==> src/rtl/fetch_pkg.sv <==
// Shared types and constants for the instruction-fetch front end.
package fetch_pkg;

  localparam int unsigned INSTR_BYTES = 4;
  localparam logic [31:0] NOP_INSTR   = 32'h0000_0013;

  typedef enum logic [1:0] {
    FETCH = 2'd0,
    WAIT  = 2'd1,
    HOLD  = 2'd2
  } fetch_state_t;

endpackage

==> src/rtl/fetch_skid_buf.sv <==
// One-entry PC+instruction buffer that parks a response while decode is stalled.
module fetch_skid_buf
  import fetch_pkg::*;
#(
  parameter int unsigned WordSize = 32
) (
  input  logic                clk,
  input  logic                rstn,
  input  logic                load,
  input  logic                clear,
  input  logic                drain,
  input  logic [WordSize-1:0] in_pc,
  input  logic [WordSize-1:0] in_instr,
  output logic                full,
  output logic [WordSize-1:0] out_pc,
  output logic [WordSize-1:0] out_instr
);

  logic                full_q, full_d;
  logic [WordSize-1:0] pc_q, pc_d;
  logic [WordSize-1:0] instr_q, instr_d;

  // clear wins over load, load wins over drain
  always_comb begin
    full_d  = full_q;
    pc_d    = pc_q;
    instr_d = instr_q;
    if (clear) begin
      full_d = 1'b0;
    end else if (load) begin
      full_d  = 1'b1;
      pc_d    = in_pc;
      instr_d = in_instr;
    end else if (drain) begin
      full_d = 1'b0;
    end
  end

  always_ff @(posedge clk or negedge rstn) begin
    if (!rstn) begin
      full_q  <= 1'b0;
      pc_q    <= '0;
      instr_q <= WordSize'(NOP_INSTR);
    end else begin
      full_q  <= full_d;
      pc_q    <= pc_d;
      instr_q <= instr_d;
    end
  end

  assign full      = full_q;
  assign out_pc    = pc_q;
  assign out_instr = instr_q;

endmodule

==> src/rtl/pc_fetch_unit.sv <==
// Fetch front end: PC register, one-outstanding imem fetch FSM, redirect squash
// and the decode-facing output register with a single skid entry.
module pc_fetch_unit
  import fetch_pkg::*;
#(
  parameter int unsigned          WordSize    = 32,
  parameter logic [WordSize-1:0]  ResetVector = '0
) (
  input  logic                clk,
  input  logic                rstn,
  input  logic                branch_taken,
  input  logic [WordSize-1:0] branch_addr,
  input  logic                stall,
  output logic                imem_req,
  output logic [WordSize-1:0] imem_addr,
  input  logic                imem_gnt,
  input  logic                imem_rvalid,
  input  logic [WordSize-1:0] imem_rdata,
  output logic                if_valid,
  output logic [WordSize-1:0] if_pc,
  output logic [WordSize-1:0] if_instr
);

  fetch_state_t        state_q, state_d;
  logic [WordSize-1:0] pc_q, pc_d;
  logic [WordSize-1:0] pend_pc_q, pend_pc_d;
  logic                squash_q, squash_d;
  logic                imem_req_q, imem_req_d;
  logic                if_valid_q, if_valid_d;
  logic [WordSize-1:0] if_pc_q, if_pc_d;
  logic [WordSize-1:0] if_instr_q, if_instr_d;

  logic                skid_load, skid_clear, skid_drain, skid_full;
  logic [WordSize-1:0] skid_pc, skid_instr;
  logic                fire;
  logic [WordSize-1:0] redirect_pc;

  // imem_req_q mirrors "state is FETCH" but stays low while in reset
  assign fire        = imem_req_q && imem_gnt;
  assign redirect_pc = {branch_addr[WordSize-1:2], 2'b00};

  always_comb begin
    state_d    = state_q;
    pc_d       = pc_q;
    pend_pc_d  = pend_pc_q;
    squash_d   = squash_q;
    if_valid_d = if_valid_q;
    if_pc_d    = if_pc_q;
    if_instr_d = if_instr_q;
    skid_load  = 1'b0;
    skid_clear = 1'b0;
    skid_drain = 1'b0;

    if (if_valid_q && !stall) begin
      if_valid_d = 1'b0;
    end

    unique case (state_q)
      FETCH: begin
        if (fire) begin
          pend_pc_d = pc_q;
          pc_d      = pc_q + WordSize'(INSTR_BYTES);
          state_d   = WAIT;
        end
      end
      WAIT: begin
        if (imem_rvalid) begin
          if (squash_q) begin
            squash_d = 1'b0;
            state_d  = FETCH;
          end else if (!if_valid_q || !stall) begin
            if_valid_d = 1'b1;
            if_pc_d    = pend_pc_q;
            if_instr_d = imem_rdata;
            state_d    = FETCH;
          end else begin
            skid_load = 1'b1;
            state_d   = HOLD;
          end
        end
      end
      HOLD: begin
        if (!stall) begin
          if (skid_full) begin
            if_valid_d = 1'b1;
            if_pc_d    = skid_pc;
            if_instr_d = skid_instr;
            skid_drain = 1'b1;
          end
          state_d = FETCH;
        end
      end
      default: state_d = FETCH;
    endcase

    // A redirect overrides everything; a request already in flight must be squashed
    if (branch_taken) begin
      pc_d       = redirect_pc;
      if_valid_d = 1'b0;
      skid_load  = 1'b0;
      skid_drain = 1'b0;
      skid_clear = 1'b1;
      if ((state_q == WAIT && !imem_rvalid) || fire) begin
        squash_d = 1'b1;
        state_d  = WAIT;
      end else begin
        squash_d = 1'b0;
        state_d  = FETCH;
      end
    end

    imem_req_d = (state_d == FETCH);
  end

  always_ff @(posedge clk or negedge rstn) begin
    if (!rstn) begin
      state_q    <= FETCH;
      pc_q       <= ResetVector;
      pend_pc_q  <= '0;
      squash_q   <= 1'b0;
      imem_req_q <= 1'b0;
      if_valid_q <= 1'b0;
      if_pc_q    <= '0;
      if_instr_q <= WordSize'(NOP_INSTR);
    end else begin
      state_q    <= state_d;
      pc_q       <= pc_d;
      pend_pc_q  <= pend_pc_d;
      squash_q   <= squash_d;
      imem_req_q <= imem_req_d;
      if_valid_q <= if_valid_d;
      if_pc_q    <= if_pc_d;
      if_instr_q <= if_instr_d;
    end
  end

  fetch_skid_buf #(
    .WordSize (WordSize)
  ) u_skid (
    .clk       (clk),
    .rstn      (rstn),
    .load      (skid_load),
    .clear     (skid_clear),
    .drain     (skid_drain),
    .in_pc     (pend_pc_q),
    .in_instr  (imem_rdata),
    .full      (skid_full),
    .out_pc    (skid_pc),
    .out_instr (skid_instr)
  );

  assign imem_req  = imem_req_q;
  assign imem_addr = pc_q;
  assign if_valid  = if_valid_q;
  assign if_pc     = if_pc_q;
  assign if_instr  = if_instr_q;

endmodule

==> config.mk <==
export PLATFORM = sky130hd
export DESIGN_NAME = pc_fetch_unit
export DESIGN_NICKNAME = d
export VERILOG_FILES = /design/src/rtl/fetch_pkg.sv /design/src/rtl/fetch_skid_buf.sv /design/src/rtl/pc_fetch_unit.sv
export SDC_FILE = /design/constraint.sdc
export NUM_CORES = 1
export LEC_CHECK = 0
export ABC_AREA = 1
export CORE_ASPECT_RATIO = 0.5
export CORE_MARGIN = 2
export CORE_UTILIZATION = 47
export DETAILED_ROUTE_END_ITERATION = 8
export HOLD_SLACK_MARGIN = 0.15
export PLACE_DENSITY_LB_ADDON = 0.15
export SYNTH_ARGS = -nofsm -noshare
export SYNTH_HDL_FRONTEND = slang
export SYNTH_SLANG_ARGS = --single-unit
export TNS_END_PERCENT = 5
==> constraint.sdc <==
create_clock -name clk -period 1.6 [get_ports clk]
set_input_delay 0.24 -clock clk [delete_from_list [all_inputs] [get_ports clk]]
set_output_delay 0.24 -clock clk [all_outputs]
set_load 0.05 [all_outputs]
==> out/metrics.cfg <==
[outcome]
status = complete, but fails checks
violations = negative setup slack

[timing]
slew_viol_final = 0
setup_slack_ps = -71.5
post-route-period-util_pct = 104
setup_viol = 65
hold_viol = 0
period_needed_ps = 1670
fin_tns_setup_ps = -2630
skew_ps = 12.6
max_freq_ghz = 0.598
hold_ws_ps = 286
grt_setup_unrepaired = true

[grt]
grt_pass1_vias = 6969
grt_use_total_pct = 23.2
grt_first_pass_wirelength_mm = 35.9
grt_max_degree = 51
antenna_found_initial = 0
grt-ovfl-total = 0

[drt]
first_iter_violations = 447
viasPerCell = 5.14
routedWlPerCell_um = 16.2
vias = 7530
ant_nets = 0
wirelength_mm = 23.8
drc = 0
dr.pass1.iters = 5

[power]
internal-power_mw = 12.0
ir_drop_uv = 861
pwr-share-seq_pct = 34.1
p_leak_nw = 6.05
pwr-share-clk_pct = 20.9
p_sw_mw = 8.89
swShare_pct = 42.6
pwr-share-comb_pct = 45.0
p_per_area_nw_per_um2 = 1650
p_total_mw = 20.9

[floorplanning]
num_io_pins = 168
core_area_um2 = 18400
rows = 35
die_area_um2 = 20000
die_w_um = 198
initial_utilization_pct = 48.0
die_h_um = 101

[clocking]
cts_tree = done
root_buffer = clkbuf_16
cts_made_buffers = 17
insertion_delay_ps = 440
cts_num_sinks = 190
clk_pin_slew_ps = 80
clockBufferDepth = 2
cts.htree.levels = 4

[placement]
place_inst = 1411
place.port_buffers = 161
dpl.hpwl_mm = 15.5
dpl_cell_area_um2 = 11300
dp_slack_ps = -174
gp_congestion = 0.882

[setup_path]
worst_ep_arrival_time_ps = 2000
crit_path_max_fanout = 8
rr_startpoint = state_q[0]
required_ps = 1930
startpoint = state_q[0]
critical_path_class = flop to flop
critPathLaunchType = flop
cp-end-kind = flop

[synth]
ys_warn_count = 0
synth.top_cell.area_share_pct = 52.2
synthDistinctLibCells = 35
netlist_area_um2 = 8820
yosysTopAreaCell = dfrtp_1
yosys-top-cells-area = dfrtp_1, nand2_1, o21ai_1
syn_inst = 988
yosysSeqAreaShare_pct = 54.0
avgSynthCellArea_um2 = 8.93
synth_seq_cells = 190

[layout]
final_cells = 1464
post-route-cell-area_um2 = 12600
syn_to_final_growth_pct = 43.0
fin_nets = 1286
finalCoreUtilization_pct = 68.6
drive_gt1_share_pct = 27.5
regArea_um2 = 4770
multiInputGateArea_um2 = 3820
antennaDiodeCount = 0
fillCellCount = 1404

[min_path]
hold_path_class = primary input to async pin

[run]
maxCapViolCount = 0

[power groups by stage]
| stage | logic [mW] | clock network, mW | registers, mW |
|---|---|---|---|
| final | 9.39 | 4.37 | 7.12 |
| after global routing | 10.0 | 4.68 | 7.28 |
| after CTS | 8.67 | 4.45 | 7.01 |
| after detailed placement | 8.25 | 0 | 7.09 |
| after global placement | 8.15 | 0 | 7.04 |
| after floorplan | 2.31 | 0 | 9.82 |
[synthesized netlist by cell type (all sizes together)]
library cell and n:
o211ai 1, nor2 47, xor2 7, dfstp 6
o21bai 8, mux2 34, mux2i 34, o21a 1
nand2 295, and2 2, a21oi 4, inv 86
buf 33, dfrtp 184, ha 5, o21ai 175
clkbuf 16, a21boi 1, nand3 45, xnor2 1
conb 1, o221ai 2
[layout by cell type (no fill, tap or decap), types with 3 or more instances in the layout]
cell             instances
nor2_2                   4
nand2_2                 43
mux2i_1                 34
nor2_4                   7
inv_1                   76
inv_2                    8
o21ai_1                 90
a21oi_1                  4
mux2_4                  11
inv_8                    5
dfrtp_2                  4
o21ai_0                 60
nand2_4                  4
mux2_1                  22
clkdlybuf4s50_1         66
inv_6                    4
dfstp_2                  6
clkbuf_16               22
buf_6                    9
ha_4                     4
o21bai_1                 8
nor2_1                  36
nand2_1                248
buf_12                  46
o21ai_2                 24
conb_1                   4
dfrtp_1                180
buf_4                  119
buf_16                   3
xor2_1                   7
nand3_1                 43
[cell families after synthesis]
family          after synthesis  share of synthesized area (%)
compound gates              192                           11.3
xor+xnor                      8                          0.794
fa+ha+maj                     5                          0.709
buf+inv                     135                           7.15
flops                       190                           54.0
mux                          68                           8.32
other cells                   1                         0.0425
simple gates                389                           17.7
[registers in the layout, summed over array words and instances (netlist names)]
signal and flops:
u_skid.out_pc 30, u_skid.out_instr 32, state_q 2, if_pc 30, squash_q 1, imem_req 1
if_valid 1, imem_addr 30, if_instr 32, pend_pc_q 30, u_skid.full 1
[final timing paths]
check	endpoint	slack, ps	cells after the start
setup / recovery	if_instr[21]	-70	9
hold / removal	imem_addr[24]	290	2
setup reg to reg	if_instr[21]	-70	9
hold reg to reg	u_skid.out_instr[1]	480	2
max in group asynchronous	if_instr[1]	640	3
min in group clk	imem_addr[14]	360	3
[routing by layer]
metal	wire, µm	track usage, %	share of wire (%)
met1	11400	33.7	48
met2	10600	35.2	45
met3	1410	5.59	5.9
met4	318	5.78	1.3
met5	0	0	0
[what timing repair did]
item,4_1_cts,5_1_grt
resized for setup,19,128
endpoints found under the setup margin,143,172
hold endpoints to repair,184,0
hold buffers,1,0
setup buffers,8,2
pin swaps,2,4
gates cloned,3,8
[critical path: stages, from the launching register on]
cell	delay (ps)
dfrtp_1	430
inv_2	140
ha_4	210
nand2_4	70
o21ai_4	70
nand3_4	150
buf_12	200
clkbuf_16	170
nand2_1	70
o21ai_2	50
[cell type report]
cell class | instances | share of cell area [%]
clock buffer | 18 | 3.40
clock inverter | 14 | 1.35
inverter | 86 | 2.60
multi-input combinational | 666 | 30.2
sequential | 190 | 37.8
tap | 240 | 2.38
timing repair buffer | 250 | 22.2
Note: power is estimated with default switching activity, not from simulation.
